--- src/rtl/alarm_mode_controller.sv ---
// Mode sequencer for the digital alarm clock.
// Walks the clock/set-time/set-alarm modes from debounced button pulses, issues
// one-cycle count enables to the time and alarm counters, selects the display
// source and blink mask, and drives the alarm ringing output.
module alarm_mode_controller #(
    parameter int unsigned RING_SECS = 60
) (
    input  logic       clk,
    input  logic       rst,
    input  logic       up,
    input  logic       down,
    input  logic       left,
    input  logic       right,
    input  logic       center,
    input  logic       sec_tick,
    input  logic       blink_tick,
    input  logic [1:0] th1,
    input  logic [3:0] th2,
    input  logic [2:0] tm1,
    input  logic [3:0] tm2,
    input  logic [1:0] ah1,
    input  logic [3:0] ah2,
    input  logic [2:0] am1,
    input  logic [3:0] am2,
    output logic [2:0] mode,
    output logic       en_th,
    output logic       en_tm,
    output logic       en_ah,
    output logic       en_am,
    output logic       updown,
    output logic       hold_time,
    output logic       disp_alarm,
    output logic [3:0] blank_mask,
    output logic       alarm_en,
    output logic       ringing
);

    typedef enum logic [2:0] {
        ModeClk   = 3'd0,
        ModeSetTh = 3'd1,
        ModeSetTm = 3'd2,
        ModeSetAh = 3'd3,
        ModeSetAm = 3'd4
    } mode_e;

    typedef enum logic [2:0] {
        ActNone,
        ActCenter,
        ActRight,
        ActLeft,
        ActUp,
        ActDown
    } act_e;

    localparam logic [7:0] RingLimit = 8'(RING_SECS);

    // State and registered outputs
    mode_e      mode_q, mode_d;
    logic       en_th_q, en_th_d;
    logic       en_tm_q, en_tm_d;
    logic       en_ah_q, en_ah_d;
    logic       en_am_q, en_am_d;
    logic       updown_q, updown_d;
    logic       hold_time_q, hold_time_d;
    logic       disp_alarm_q, disp_alarm_d;
    logic [3:0] blank_mask_q, blank_mask_d;
    logic       alarm_en_q, alarm_en_d;
    logic       ringing_q, ringing_d;
    logic       phase_q, phase_d;
    logic [7:0] ring_cnt_q, ring_cnt_d;
    logic       match_q, match_d;

    // Decoded button action
    act_e       act_raw;
    act_e       act;
    logic       any_btn;
    logic       ring_set;
    logic       ring_timeout;
    logic       ring_clr;

    // Resolve coincident pulses to a single action; while ringing, every pulse
    // is only an acknowledge and carries no other action.
    always_comb begin
        act_raw = ActNone;
        if (center) begin
            act_raw = ActCenter;
        end else if (right) begin
            act_raw = ActRight;
        end else if (left) begin
            act_raw = ActLeft;
        end else if (up) begin
            act_raw = ActUp;
        end else if (down) begin
            act_raw = ActDown;
        end
        any_btn = up | down | left | right | center;
        act     = (ringing_q && any_btn) ? ActNone : act_raw;
    end

    // Mode state register
    always_ff @(posedge clk) begin
        if (rst) begin
            mode_q <= ModeClk;
        end else begin
            mode_q <= mode_d;
        end
    end

    // Mode next-state: center enters/leaves setting, right/left rotate fields
    always_comb begin
        mode_d = mode_q;
        case (mode_q)
            ModeClk: begin
                if (act == ActCenter) mode_d = ModeSetTh;
            end
            ModeSetTh: begin
                if (act == ActCenter)     mode_d = ModeClk;
                else if (act == ActRight) mode_d = ModeSetTm;
                else if (act == ActLeft)  mode_d = ModeSetAm;
            end
            ModeSetTm: begin
                if (act == ActCenter)     mode_d = ModeClk;
                else if (act == ActRight) mode_d = ModeSetAh;
                else if (act == ActLeft)  mode_d = ModeSetTh;
            end
            ModeSetAh: begin
                if (act == ActCenter)     mode_d = ModeClk;
                else if (act == ActRight) mode_d = ModeSetAm;
                else if (act == ActLeft)  mode_d = ModeSetTm;
            end
            ModeSetAm: begin
                if (act == ActCenter)     mode_d = ModeClk;
                else if (act == ActRight) mode_d = ModeSetTh;
                else if (act == ActLeft)  mode_d = ModeSetAh;
            end
            default: mode_d = ModeClk;
        endcase
    end

    // Output next-state: enables, derived mode flags, blink mask and alarm
    always_comb begin
        en_th_d    = 1'b0;
        en_tm_d    = 1'b0;
        en_ah_d    = 1'b0;
        en_am_d    = 1'b0;
        updown_d   = updown_q;
        alarm_en_d = alarm_en_q;

        if (mode_q == ModeClk) begin
            if (act == ActUp) alarm_en_d = ~alarm_en_q;
        end else if (act == ActUp || act == ActDown) begin
            updown_d = (act == ActUp);
            case (mode_q)
                ModeSetTh: en_th_d = 1'b1;
                ModeSetTm: en_tm_d = 1'b1;
                ModeSetAh: en_ah_d = 1'b1;
                ModeSetAm: en_am_d = 1'b1;
                default:   ;
            endcase
        end

        // Flags follow the mode being entered so they line up with mode
        hold_time_d  = (mode_d == ModeSetTh) || (mode_d == ModeSetTm);
        disp_alarm_d = (mode_d == ModeSetAh) || (mode_d == ModeSetAm);

        // Phase restarts dark-free on each mode change so the new field shows
        if (mode_d != mode_q) begin
            phase_d = 1'b0;
        end else if (blink_tick) begin
            phase_d = ~phase_q;
        end else begin
            phase_d = phase_q;
        end

        blank_mask_d = 4'b0000;
        if (phase_d) begin
            case (mode_d)
                ModeSetTh, ModeSetAh: blank_mask_d = 4'b1100;
                ModeSetTm, ModeSetAm: blank_mask_d = 4'b0011;
                default:              blank_mask_d = 4'b0000;
            endcase
        end

        // Ring only on the rising edge of match so a held time rings once
        match_d      = ({th1, th2, tm1, tm2} == {ah1, ah2, am1, am2});
        ring_set     = match_d & ~match_q & alarm_en_q & (mode_q == ModeClk);
        ring_timeout = ringing_q & sec_tick & ((ring_cnt_q + 8'd1) == RingLimit);
        ring_clr     = any_btn | ~alarm_en_d | (mode_d != ModeClk) | ring_timeout;
        ringing_d    = (ringing_q | ring_set) & ~ring_clr;

        // Clear wins over count; counter is held at zero whenever not ringing
        if (!ringing_d) begin
            ring_cnt_d = 8'd0;
        end else if (ringing_q && sec_tick) begin
            ring_cnt_d = ring_cnt_q + 8'd1;
        end else begin
            ring_cnt_d = ring_cnt_q;
        end
    end

    // Registered outputs and auxiliary state
    always_ff @(posedge clk) begin
        if (rst) begin
            en_th_q      <= 1'b0;
            en_tm_q      <= 1'b0;
            en_ah_q      <= 1'b0;
            en_am_q      <= 1'b0;
            updown_q     <= 1'b0;
            hold_time_q  <= 1'b0;
            disp_alarm_q <= 1'b0;
            blank_mask_q <= 4'b0000;
            alarm_en_q   <= 1'b0;
            ringing_q    <= 1'b0;
            phase_q      <= 1'b0;
            ring_cnt_q   <= 8'd0;
            match_q      <= 1'b0;
        end else begin
            en_th_q      <= en_th_d;
            en_tm_q      <= en_tm_d;
            en_ah_q      <= en_ah_d;
            en_am_q      <= en_am_d;
            updown_q     <= updown_d;
            hold_time_q  <= hold_time_d;
            disp_alarm_q <= disp_alarm_d;
            blank_mask_q <= blank_mask_d;
            alarm_en_q   <= alarm_en_d;
            ringing_q    <= ringing_d;
            phase_q      <= phase_d;
            ring_cnt_q   <= ring_cnt_d;
            match_q      <= match_d;
        end
    end

    assign mode       = mode_q;
    assign en_th      = en_th_q;
    assign en_tm      = en_tm_q;
    assign en_ah      = en_ah_q;
    assign en_am      = en_am_q;
    assign updown     = updown_q;
    assign hold_time  = hold_time_q;
    assign disp_alarm = disp_alarm_q;
    assign blank_mask = blank_mask_q;
    assign alarm_en   = alarm_en_q;
    assign ringing    = ringing_q;

endmodule

--- config.mk ---
export PLATFORM = sky130hd
export DESIGN_NAME = alarm_mode_controller
export DESIGN_NICKNAME = d
export VERILOG_FILES = /design/src/rtl/alarm_mode_controller.sv
export SDC_FILE = /design/constraint.sdc
export NUM_CORES = 1
export LEC_CHECK = 0
export ABC_AREA = 1
export CAP_MARGIN = 25
export CELL_PAD_IN_SITES_DETAIL_PLACEMENT = 2
export CELL_PAD_IN_SITES_GLOBAL_PLACEMENT = 2
export CORE_MARGIN = 2
export CORE_UTILIZATION = 24
export DETAILED_ROUTE_END_ITERATION = 8
export PLACE_DENSITY = 0.88
export SETUP_SLACK_MARGIN = 0.05
export SYNTH_ARGS = -nofsm -noshare
export SYNTH_HDL_FRONTEND = slang
export SYNTH_SLANG_ARGS = --single-unit
--- constraint.sdc ---
create_clock -name clk -period 2.1 [get_ports clk]
set_input_delay 0.21 -clock clk [delete_from_list [all_inputs] [get_ports clk]]
set_output_delay 0.21 -clock clk [all_outputs]
set_load 0.01 [all_outputs]
Word-level counts from Yosys, hierarchy flattened
Index checks and enable logic that the tools add are counted.
{ "word_totals": {"input_bits": 35, "elab_cells": 96, "regBits": 26, "output_inout_bits": 16} }
{ "classes": {"n_reduce_logical": 13, "bitwise_logic": 23, "n_addsub": 1, "n_eq_ne": 16, "mux": 29} }
{ "op_table": {"columns": ["cell", "n"], "rows": [
  ["$mux 3", 19],
  ["$eq 3x2->1 const B", 6],
  ["$pmux 3 s5", 1],
  ["$eq 13x13->1", 1],
  ["$eq 3x3->1 const B", 4],
  ["$eq 3x1->1 const B", 3],
  ["$not 1->1", 9],
  ["$add 8x1->8 const B", 1],
  ["$eq 8x6->1 const B", 1],
  ["$mux 1", 8],
  ["$or 1x1->1", 8],
  ["$pmux 4 s2", 1],
  ["$reduce_or 2->1", 4],
  ["$and 1x1->1", 6],
  ["$logic_not 3->1", 1],
  ["$logic_or 1x1->1", 3],
  ["$ne 3x3->1", 1],
  ["$reduce_bool 3->1", 1],
  ["$reduce_or 3->1", 1],
  ["$logic_and 1x1->1", 2],
  ["$reduce_and 2->1", 1]
]} }

Logic depth before layout (Yosys ltp)
Gate-level depths: netlist of run 1.
{ "depth": {"word_depth": 18, "mapped_depth": 14, "mapped_depth_nobuf": 14} }

Worst setup path before layout of run 1
No wires, ideal clock.
{ "synth_timing": {"kind": "reg2reg", "start": "register ring_cnt_q[0]", "end": "register ring_cnt_q[0]", "period_less_slack_ns": 1.510, "t_arrival_ns": 1.445, "setup_time_ns": 0.065, "path_stages_with_launch": 14, "setup_slack_ns": 0.590, "path_cell_list": "dfxtp_1 > ha_1 > nand2_1 > inv_1 > nand3_1 > nor2_1 > nand2_1 > nand2_1 > inv_1 > nand4_1 > nand2_1 > nor2_2 > nand3b_4 > nor2_2"} }
{ "synth_between": {"elab_chain_cells": 8} }
{ "synth_lines": {"columns": ["element", "line", "rtl"], "rows": [
  ["start: declaration", "70", "logic [7:0] ring_cnt_q, ring_cnt_d;"],
  ["start signal: assignment", "229", "ring_cnt_q <= ring_cnt_d;"],
  ["$add 8x1->8 (*)", "187, 195", null],
  ["$eq 8x6->1", "187", "ring_timeout = ringing_q & sec_tick & ((ring_cnt_q + 8'd1) == RingLimit);"],
  ["$and 1x1->1", "187", null],
  ["$or 1x1->1", "188", "ring_clr = any_btn | ~alarm_en_d | (mode_d != ModeClk) | ring_timeout;"],
  ["$not 1->1", "189", "ringing_d = (ringing_q | ring_set) & ~ring_clr;"],
  ["$and 1x1->1", "189", null],
  ["$not 1->1 (no source line)", null, null],
  ["$reduce_or 2->1 (no source line)", null, null]
]} }
Mark *: on every way between the ends. The rest lies on a longest branch, timed or not.
A chain may end at the register's enable or synchronous reset.

Final worst setup path of run 1
{ "layout_timing": {"start": "register ring_cnt_q[1]", "end": "register ring_cnt_q[0]"} }
{ "layout_between": {"elab_chain_cells": 8} }
{ "layout_lines": {"columns": ["element", "line"], "rows": [
  ["$add 8x1->8", "187"],
  ["$eq 8x6->1", "187"],
  ["$and 1x1->1", "187"],
  ["$or 1x1->1", "188"],
  ["$not 1->1", "189"],
  ["$and 1x1->1", "189"],
  ["$not 1->1 (no source line)", null],
  ["$reduce_or 2->1 (no source line)", null]
]} }
Every way passes these cells.

==> results of run 1 <==
-- cell usage after synthesis --
library cell  number
o21ai_1            3
mux2i_1            1
dfxtp_1           24
xor2_1             9
inv_1             36
xnor2_1            5
nor2_1            28
nand2_4            1
nor3_2             3
nand4_2            1
nand3b_4           2
nand3_1           10
nand2_1           62
o21a_1             1
nand4_1            5
clkinv_1           1
clkinv_2           1
inv_2              1
buf_4              2
nand2_2            6
nor2_2            11
nand3_2            3
a21oi_1            6
clkbuf_1           1
o21ai_0            9
ha_1               2
nor3_1             1
nor2_4             2
-- registers in the layout, summed over array words and instances, names as in the netlist --
register,flops
en_tm,1
phase_q,1
hold_time,1
en_am,1
ring_cnt_q,8
updown,1
en_th,1
disp_alarm,1
ringing,1
blank_mask,2
alarm_en,1
match_q,1
mode,3
en_ah,1
-- worst max-delay path, stage by stage (launching register included) --
cell and delay [ps]:
dfxtp_1 380, ha_1 190, nand2_1 80, inv_1 80, nand3_1 90, nor2_1 110, nand2_1 50, nand2_1 90
inv_1 40, nand4_1 80, nand2_1 70, nor2_2 160, nand3b_4 170, nor2_2 120
-- power groups by stage --
stage               registers (mW)  clock network [mW]  logic (mW)
detailed placement           0.482                   0       0.241
global placement             0.482                   0       0.231
finish                       0.471               0.398       0.238
floorplan                    0.484                   0       0.118
CTS                          0.472               0.412       0.243
global route                 0.473               0.432       0.262
-- path summary, 6_finish.rpt --
check | startpoint | end | slack [ps]
worst min-delay path | alarm_en$_SDFF_PP0_ | alarm_en$_SDFF_PP0_ | 560
worst max-delay path | ring_cnt_q[1]$_SDFFE_PP0P_ | ring_cnt_q[0]$_SDFFE_PP0P_ | 320
worst min register to register | alarm_en$_SDFF_PP0_ | alarm_en$_SDFF_PP0_ | 560
worst max register to register | ring_cnt_q[1]$_SDFFE_PP0P_ | ring_cnt_q[0]$_SDFFE_PP0P_ | 320
-- cell families after synthesis --
logic type	count (synthesis)
and+or+nand+nor	135
xor gates and xnor gates	14
AOI/OAI and AO/OA	19
DFF	24
buffers and inverters	42
adders and majority gates	2
muxes	1
-- metal layers --
metal	routed length, um	global-route usage, %	part of all wire [%]
met5	0	0	0
met4	86	3.17	1.8
met3	142	2.24	2.9
met2	2640	27.8	55
met1	1960	14.7	41
-- metrics by stage --
stage | utilization, % | hold WS (ps) | area (um^2) | total power [mW]
detailed placement | 34.0 | 556 | 2160 | 0.723
floorplan | - | 473 | 1580 | 0.602
global placement | 34.0 | 529 | 2160 | 0.713
CTS | 35.1 | 571 | 2230 | 1.13
finish | 35.1 | 564 | 2230 | 1.11
global route | 35.1 | 603 | 2230 | 1.17
-- final cells by class --
cell class	instances	area share, %
clock buffers	3	1.85
clock inverters	1	1.35
inverters	39	6.62
multi-input cells	171	41.8
flip-flops and latches	24	21.6
well taps	77	4.32
repair buffers	50	22.4
-- timing repair --
| item | CTS | global route |
|---|---|---|
| setup endpoints to repair | 0 | 4 |
| resized for setup | 0 | 1 |
| buffers inserted | 0 | 0 |
==> flow_summary.ini, run 1 <==
[floorplanning]
die_y_um = 85.1
initial_core_util_pct = 24.9
row_count = 29
die_x_um = 85.1
io_pins = 51
core_um2 = 6350
die_area_um2 = 7240

[clock_network]
clkSinkCount = 24
cts_buffer_depth = 2
cts_tree = yes
cts.clk_slew.worst_paths_ps = 80
holdBufCountCts = 0
cts_buffers = 3
insertion_delay_ps = 260
root_buffer = clkbuf_8
cts_htree_levels = 1

[hold_path]
hp-class = flip-flop to flip-flop
holdPathStages = 2

[timing]
final_hold_viol_count = 0
clock_skew_ps = 1.85
tightest_slew_ps = 382
rsz0062_at_grt = no
finalWorstSetupSlack_ps = 319
final.setup.tns_ps = 0
fin_crit_sh_pct = 84.8
period_minus_slack_ps = 1780
fmax_mhz = 561
drv_slew = 0
setup_viol = 0
relSlewSlack_pct = 74.4

[route]
viasPerCell = 4.46
drtIter0Drc = 24
wirelength_um = 4830
avgRoutedWirePerCell_um = 13.2
post-route-drc-count = 0
vias = 1627
drtAntennaViolNets = 0
drt_pass1_iterations = 2

[global_route]
antenna_found_initial = 0
globalRouteOverflowTotal = 0
grt_max_degree = 15
grt_pass1_wl_um = 8170
gr-usage-all-layers_pct = 13.8
first_global_vias = 1829

[layout]
drive_gt1_share_pct = 12.5
final_cells = 365
area_delta_synth_final_pct = 41.2
layout_commonest_cell = nand2_1
num_antenna_cells = 0
final_nets = 326
multi_input_area_um2 = 932
layout_common_cells = nand2_1 (62), clkdlybuf4s50_1 (50), inv_1 (36)
n_fill_cell = 746
seqCellArea_um2 = 482

[power]
leakage_nw = 1.00
p_clk_share_pct = 36.0
netSwitchingFraction_pct = 24.3
powerDensity_nw_per_um2 = 497
cellInternalPower_mw = 0.839
ir_worst_vdd_mv = 0.256
p_seq_share_pct = 42.6
combPwrFrac_pct = 21.5
switchingPower_mw = 0.269

[synth]
avgSynthCellArea_um2 = 6.66
synth_area_leaders = dfxtp_1 (30%), nand2_1 (15%), inv_1 (8.6%), nor2_1 (6.7%), xor2_1 (5.0%)
synth_xor_xnor_area_share_pct = 7.77
synthAdderAreaFrac_pct = 1.58
yosysWarnings = 0
yosys-mux-area-fraction_pct = 0.634
yosysTopAreaCell = dfxtp_1
synthCells = 237
synth-simple-area-share_pct = 42.9
synth_compound_area_share_pct = 6.18
synth_nets = 274
synth_cell_type_count = 28
syn_area_um2 = 1580
synth.yosys.seq_area_share_pct = 30.4
ys_ff_latch = 24
yosys.area.top_type_share_pct = 30.4
synth_top_family_by_area = simple AND/OR/NAND/NOR gates

[setup_path]
worst-setup-path-type = flip-flop to flip-flop
required_ps = 2300
worstPathArrival_ps = 1980
crit_fanout = 9
worstSetupStartpointType = flip-flop
rr_worst_depth = 13
cp-end-kind = flip-flop

[placed_design]
post-place-ws_ps = 53.1
place_congestion = 0.823
place_hpwl_um = 4130
portBuffers = 50
dp_cells = 361

[status]
status = finished clean

[run]
max_cap_viol_count = 0
(Power assumes the default switching activity.)
==> run 2: changes to the inputs <==
--- a/config.mk
+++ b/config.mk
@@ -10,9 +10,9 @@
 export CELL_PAD_IN_SITES_DETAIL_PLACEMENT = 2
 export CELL_PAD_IN_SITES_GLOBAL_PLACEMENT = 2
 export CORE_MARGIN = 2
-export CORE_UTILIZATION = 24
+export CORE_UTILIZATION = 21
 export DETAILED_ROUTE_END_ITERATION = 8
-export PLACE_DENSITY = 0.88
+export PLACE_DENSITY = 0.82
 export SETUP_SLACK_MARGIN = 0.05
 export SYNTH_ARGS = -nofsm -noshare
 export SYNTH_HDL_FRONTEND = slang
==> constraint.sdc (replaced) <==
create_clock -name clk -period 1.45 [get_ports clk]
set_input_delay 0.145 -clock clk [delete_from_list [all_inputs] [get_ports clk]]
set_output_delay 0.145 -clock clk [all_outputs]
set_load 0.01 [all_outputs]
==> run 2 against run 1 <==
Net effect: the flow now finishes with violations (negative setup slack); flip-flop and latch count unchanged; maximum frequency increased by 3.7%; core utilization increased by 6.9 points; clock skew increased by 8.8 ps; largest power group unchanged.
==> flow_summary.ini, run 2 (synthesis gave the netlist of run 1 again) <==
[power]
ir_worst_vdd_mv = 0.404
powerDensity_nw_per_um2 = 600
leakage_nw = 1.39

[clock_network]
cts.clk_slew.worst_paths_ps = 90
holdBufCountCts = 0
clkSinkCount = 24
cts_buffers = 3
cts_tree = yes
cts_buffer_depth = 2
root_buffer = clkbuf_8
insertion_delay_ps = 270
cts_htree_levels = 1

[route]
drtIter0Drc = 22
drtAntennaViolNets = 0
viasPerCell = 4.32
avgRoutedWirePerCell_um = 16.3
drt_pass1_iterations = 5
wirelength_um = 7240
post-route-drc-count = 0
vias = 1922

[floorplanning]
die_x_um = 90.7
die_y_um = 90.7
core_um2 = 7250
initial_core_util_pct = 21.8
row_count = 31
io_pins = 51
die_area_um2 = 8230

[layout]
n_fill_cell = 829
largest_register = ring_cnt_q
multi_input_area_um2 = 1220
finish.instance_area_um2 = 3040
layout_common_cells = buf_4 (48), clkdlybuf4s50_1 (40), nand2_1 (37)
area_delta_synth_final_pct = 92.8
fin_util_pct = 42.0
layout_commonest_cell = buf_4
drive_gt1_share_pct = 45.4
num_antenna_cells = 0
seqCellArea_um2 = 502
final_nets = 384
largest_register_ffs = 8

[setup_path]
crit_fanout = 5
cp-end-kind = flip-flop
worstSetupStartpointType = flip-flop
worstPathArrival_ps = 1930
worst-setup-path-type = flip-flop to flip-flop
required_ps = 1660

[status]
violations = negative setup slack
status = finished with violations

[run]
max_cap_viol_count = 0

[timing]
final_hold_viol_count = 0
relSlewSlack_pct = 75.5
clock_skew_ps = 10.7
final.setup.tns_ps = -2730
drv_slew = 0
period_minus_slack_ps = 1720
finalWorstSetupSlack_ps = -267
fmax_mhz = 582
setup_viol = 14
fin_crit_sh_pct = 118
tightest_slew_ps = 364
rsz0062_at_grt = yes

[placed_design]
place_congestion = 0.774
post_dp_cell_area_um2 = 2520
place_hpwl_um = 4570
portBuffers = 50

[global_route]
globalRouteOverflowTotal = 0
first_global_vias = 2153
grt_max_degree = 15
gr-usage-all-layers_pct = 15.5
grt_pass1_wl_um = 10500
antenna_found_initial = 0

[hold_path]
hp-class = input port to flip-flop
run 2: critical path, stage by stage (launching register included):
cell and delay [ps]:
dfxtp_4 370, nor2_4 130, buf_6 120, nand3b_4 110
clkinvlp_4 120, nand4_1 150, nand2_1 130, nand2_2 70
nor2_4 150, nand3b_4 160, nor2_4 140
run 2: worst paths after layout:
| path | cells after the start | endpoint | slack [ps] | startpoint |
|---|---|---|---|---|
| setup / recovery | 10 | ring_cnt_q[0]$_SDFFE_PP0P_ | -270 | ringing$_SDFF_PP0_ |
| hold / removal | 2 | disp_alarm$_SDFF_PP0_ | 560 | rst |
| setup reg to reg | 10 | ring_cnt_q[0]$_SDFFE_PP0P_ | -270 | ringing$_SDFF_PP0_ |
| hold reg to reg | 2 | updown$_SDFFE_PP0P_ | 580 | updown$_SDFFE_PP0P_ |
run 2: layout make-up:
cell class | instances | share of cell area, %
well taps | 99 | 4.07
repair buffers | 107 | 31.3
inverters | 39 | 5.59
clock inverters | 1 | 0.986
flip-flops and latches | 24 | 16.5
clock buffers | 3 | 1.36
multi-input cells | 172 | 40.2
run 2: timing repair:
| item | in CTS | in global routing |
|---|---|---|
| pin swaps | 21 | 36 |
| endpoints found under the setup margin | 21 | 23 |
| hold endpoints to repair | 0 | 0 |
| setup buffers | 7 | 11 |
| resized for setup | 46 | 61 |
| gates cloned | 1 | 0 |
run 2: layer usage:
metal  GRT usage, %  part of all wire (%)  vias up
li1               -                     -      948
met1           16.9                    38      937
met2           31.7                    59       30
met3           2.34                   2.0        7
met4           1.92                  0.66        0
met5              0                     0        -
run 2: where the power goes:
part / internal, mW / total (mW) / switching, mW / leakage, nW
Clock: 0.369 / 0.586 / 0.217 / 0.0357
Sequential: 0.666 / 0.681 / 0.0152 / 0.199
Combinational: 0.284 / 0.559 / 0.275 / 1.15
run 2: through the flow:
stage | setup WS, ps | power, mW | hold slack, ps | cells
2_1_floorplan | 1.95 | 0.877 | 408 | 237
3_3_place_gp | -448 | 1.09 | 531 | 423
3_5_place_dp | -575 | 1.10 | 541 | 423
4_1_cts | -215 | 1.74 | 556 | 435
5_1_grt | -359 | 1.93 | 583 | 445
6_report | -267 | 1.83 | 559 | 445
==> run 3: changes to the inputs <==
--- a/config.mk
+++ b/config.mk
@@ -5,14 +5,13 @@
 export SDC_FILE = /design/constraint.sdc
 export NUM_CORES = 1
 export LEC_CHECK = 0
-export ABC_AREA = 1
 export CAP_MARGIN = 25
 export CELL_PAD_IN_SITES_DETAIL_PLACEMENT = 2
 export CELL_PAD_IN_SITES_GLOBAL_PLACEMENT = 2
 export CORE_MARGIN = 2
-export CORE_UTILIZATION = 21
+export CORE_UTILIZATION = 23
 export DETAILED_ROUTE_END_ITERATION = 8
-export PLACE_DENSITY = 0.82
+export PLACE_DENSITY = 0.83
 export SETUP_SLACK_MARGIN = 0.05
 export SYNTH_ARGS = -nofsm -noshare
 export SYNTH_HDL_FRONTEND = slang
==> run 3 against run 2 <==
Net effect: the flow finishes with violations (design-rule violations, negative setup slack); power down 9.0%; synthesized area down 2.5%; synthesized cell count down 23%; clock skew up 2.2 ps; maximum frequency down 7.8%; critical path type unchanged; largest power group unchanged.
==> flow_summary.ini, run 3 <==
[global_route]
grt_max_degree = 15
antenna_found_initial = 0
gr-usage-all-layers_pct = 21.4
first_global_vias = 2135
grt_pass1_wl_um = 12000
globalRouteOverflowTotal = 0

[synth]
synthArstFlopShare_pct = 0
synth.yosys.seq_area_share_pct = 31.2
synth_nets = 219
ys_ff_latch = 24
synth_cell_type_count = 52
synth_common_cells = dfxtp_1 (24), nor2_1 (18), nand2_1 (16)
synthCells = 182
synth-edff-count = 0
synth_area_leaders = dfxtp_1 (31%), xnor2_1 (8.0%), xor2_1 (5.1%), nor4_1 (4.9%), nor2_1 (4.4%)
yosys.area.top_type_share_pct = 31.2
yosysTopAreaCell = dfxtp_1
yosys.cell_count.top_type = dfxtp_1
syn_area_um2 = 1540
synthFlopType = dfxtp_1
yosysWarnings = 0
avgSynthCellArea_um2 = 8.46

[layout]
area_delta_synth_final_pct = 85.4
num_antenna_cells = 0
layout_commonest_cell = buf_4
largest_register = ring_cnt_q
drive_gt1_share_pct = 42.4
final_cells = 360
largest_register_ffs = 8
final_nets = 321
layout_common_cells = buf_4 (49), clkdlybuf4s50_1 (40), dfxtp_1 (20)
fin_util_pct = 44.4

[timing]
final.setup.tns_ps = -3640
clock_skew_ps = 12.9
fin_crit_sh_pct = 128
fmax_mhz = 537
finalWorstSetupSlack_ps = -413
period_minus_slack_ps = 1860
final_hold_viol_count = 0
drv_slew = 0
holdWs_ps = 573
rsz0062_at_grt = yes
relSlewSlack_pct = 73.4
setup_viol = 16
tightest_slew_ps = 396

[setup_path]
worstSetupStartpointType = flip-flop
cp-endpoint = ring_cnt_q[7]$_SDFFE_PP0P_
worst-setup-path-type = flip-flop to flip-flop
rr_endpoint = ring_cnt_q[7]$_SDFFE_PP0P_
worstPathArrival_ps = 2050
rr_worst_depth = 6
crit_fanout = 15
rrSetupSlack_ps = -410
reg2reg_from = ringing$_SDFF_PP0_
cp-startpoint = ringing$_SDFF_PP0_
cp-end-kind = flip-flop
required_ps = 1630

[placed_design]
post-place-ws_ps = -896
place_hpwl_um = 5130
portBuffers = 50
place_congestion = 0.853
dp_cells = 345

[clock_network]
insertion_delay_ps = 280
holdBufCountCts = 0
cts_htree_levels = 1
cts_tree = yes
cts.clk_slew.worst_paths_ps = 100
cts_buffers = 3
root_buffer = clkbuf_8
clkSinkCount = 24
cts_buffer_depth = 2

[power]
leakage_nw = 1.10
ir_worst_vdd_mv = 0.319
powerDensity_nw_per_um2 = 583

[floorplanning]
initial_core_util_pct = 24.0
die_x_um = 85.8
die_y_um = 85.8
io_pins = 51
core_um2 = 6420
die_area_um2 = 7360
row_count = 29

[route]
viasPerCell = 5.35
drtIter0Drc = 91
vias = 1926
drtAntennaViolNets = 0
wirelength_um = 8350
drt_pass1_iterations = 6
post-route-drc-count = 2
avgRoutedWirePerCell_um = 23.2

[run]
max_cap_viol_count = 0

[status]
violations = design-rule violations, negative setup slack
status = finished with violations

[hold_path]
hp-class = input port to flip-flop
run 3: changes by cell type after synthesis, sizes merged, moves of 5 or more:
cell / previous run / this run
nand2: 69 / 16
xnor2: 5 / 14
nor4: 0 / 12
buf: 2 / 7
nor2: 41 / 19
nand2b: 0 / 5
o21ai: 12 / 6
inv: 37 / 2
nand3: 13 / 3
run 3: cells by family (layout without fill, tap and decap cells):
family / after synthesis / count (layout) / share of synthesized area (%)
AOI/OAI and AO/OA: 32 / 35 / 15.3
adders and majority gates: 2 / 2 / 1.63
muxes: 1 / 1 / 0.732
DFF: 24 / 24 / 31.2
buffers and inverters: 13 / 111 / 5.85
and+or+nand+nor: 87 / 87 / 32.2
xor gates and xnor gates: 23 / 23 / 13.1
run 3: per-stage QoR:
stage	total power, mW	cell area [um^2]
after global routing	1.71	2850
after floorplan	0.841	1540
after detailed placement	1.09	2410
after global placement	1.06	2410
after CTS	1.60	2680
final	1.66	2850
run 3: critical path, stage by stage (launching register included):
cell and delay, ps:
dfxtp_4 400, buf_8 180, and4_4 280, nand4_1 130, xnor2_1 260, nand2_1 170, nor4_4 330
run 3: what timing repair did:
action                     4_1_cts  5_1_grt
setup endpoints to repair       27       24
resized for setup               49       35
cloned                           3        1
buffers inserted                 5        2
pin swaps                       21       11
hold endpoints to repair         0        0
run 3: worst min path at each step:
| stage | to | slack (ps) | start | depth (start not counted) |
|---|---|---|---|---|
| 5_1_grt | ring_cnt_q[5]$_SDFFE_PP0P_ | 590 | left | 5 |
| 3_5_place_dp | updown$_SDFFE_PP0P_ | 530 | updown$_SDFFE_PP0P_ | 2 |
| 3_3_place_gp | updown$_SDFFE_PP0P_ | 500 | updown$_SDFFE_PP0P_ | 2 |
| 2_1_floorplan | match_q$_SDFF_PP0_ | 220 | rst | 1 |
| 4_1_cts | updown$_SDFFE_PP0P_ | 540 | updown$_SDFFE_PP0P_ | 2 |
| 6_report | ring_cnt_q[5]$_SDFFE_PP0P_ | 570 | left | 5 |
run 3: layer usage:
layer	routed length, um	GRT usage [%]	vias up
met5	0	0	-
met2	4740	43.8	66
met1	3000	21.0	967
met3	250	3.18	26
li1	-	-	867
met4	359	8.80	0
run 3: power by group:
group / total (mW) / leakage, nW / internal (mW) / switching (mW)
logic: 0.502 / 0.873 / 0.264 / 0.239
clock network: 0.483 / 0.0288 / 0.243 / 0.240
registers: 0.677 / 0.196 / 0.668 / 0.00889
run 3: final cells by class:
class	count	area [um^2]
Clock buffer	4	55.1
Fill cell	682	3570
Inverter	2	7.51
Multi-Input combinational cell	148	1280
Sequential cell	24	488
Tap cell	77	96.3
Timing Repair Buffer	105	923
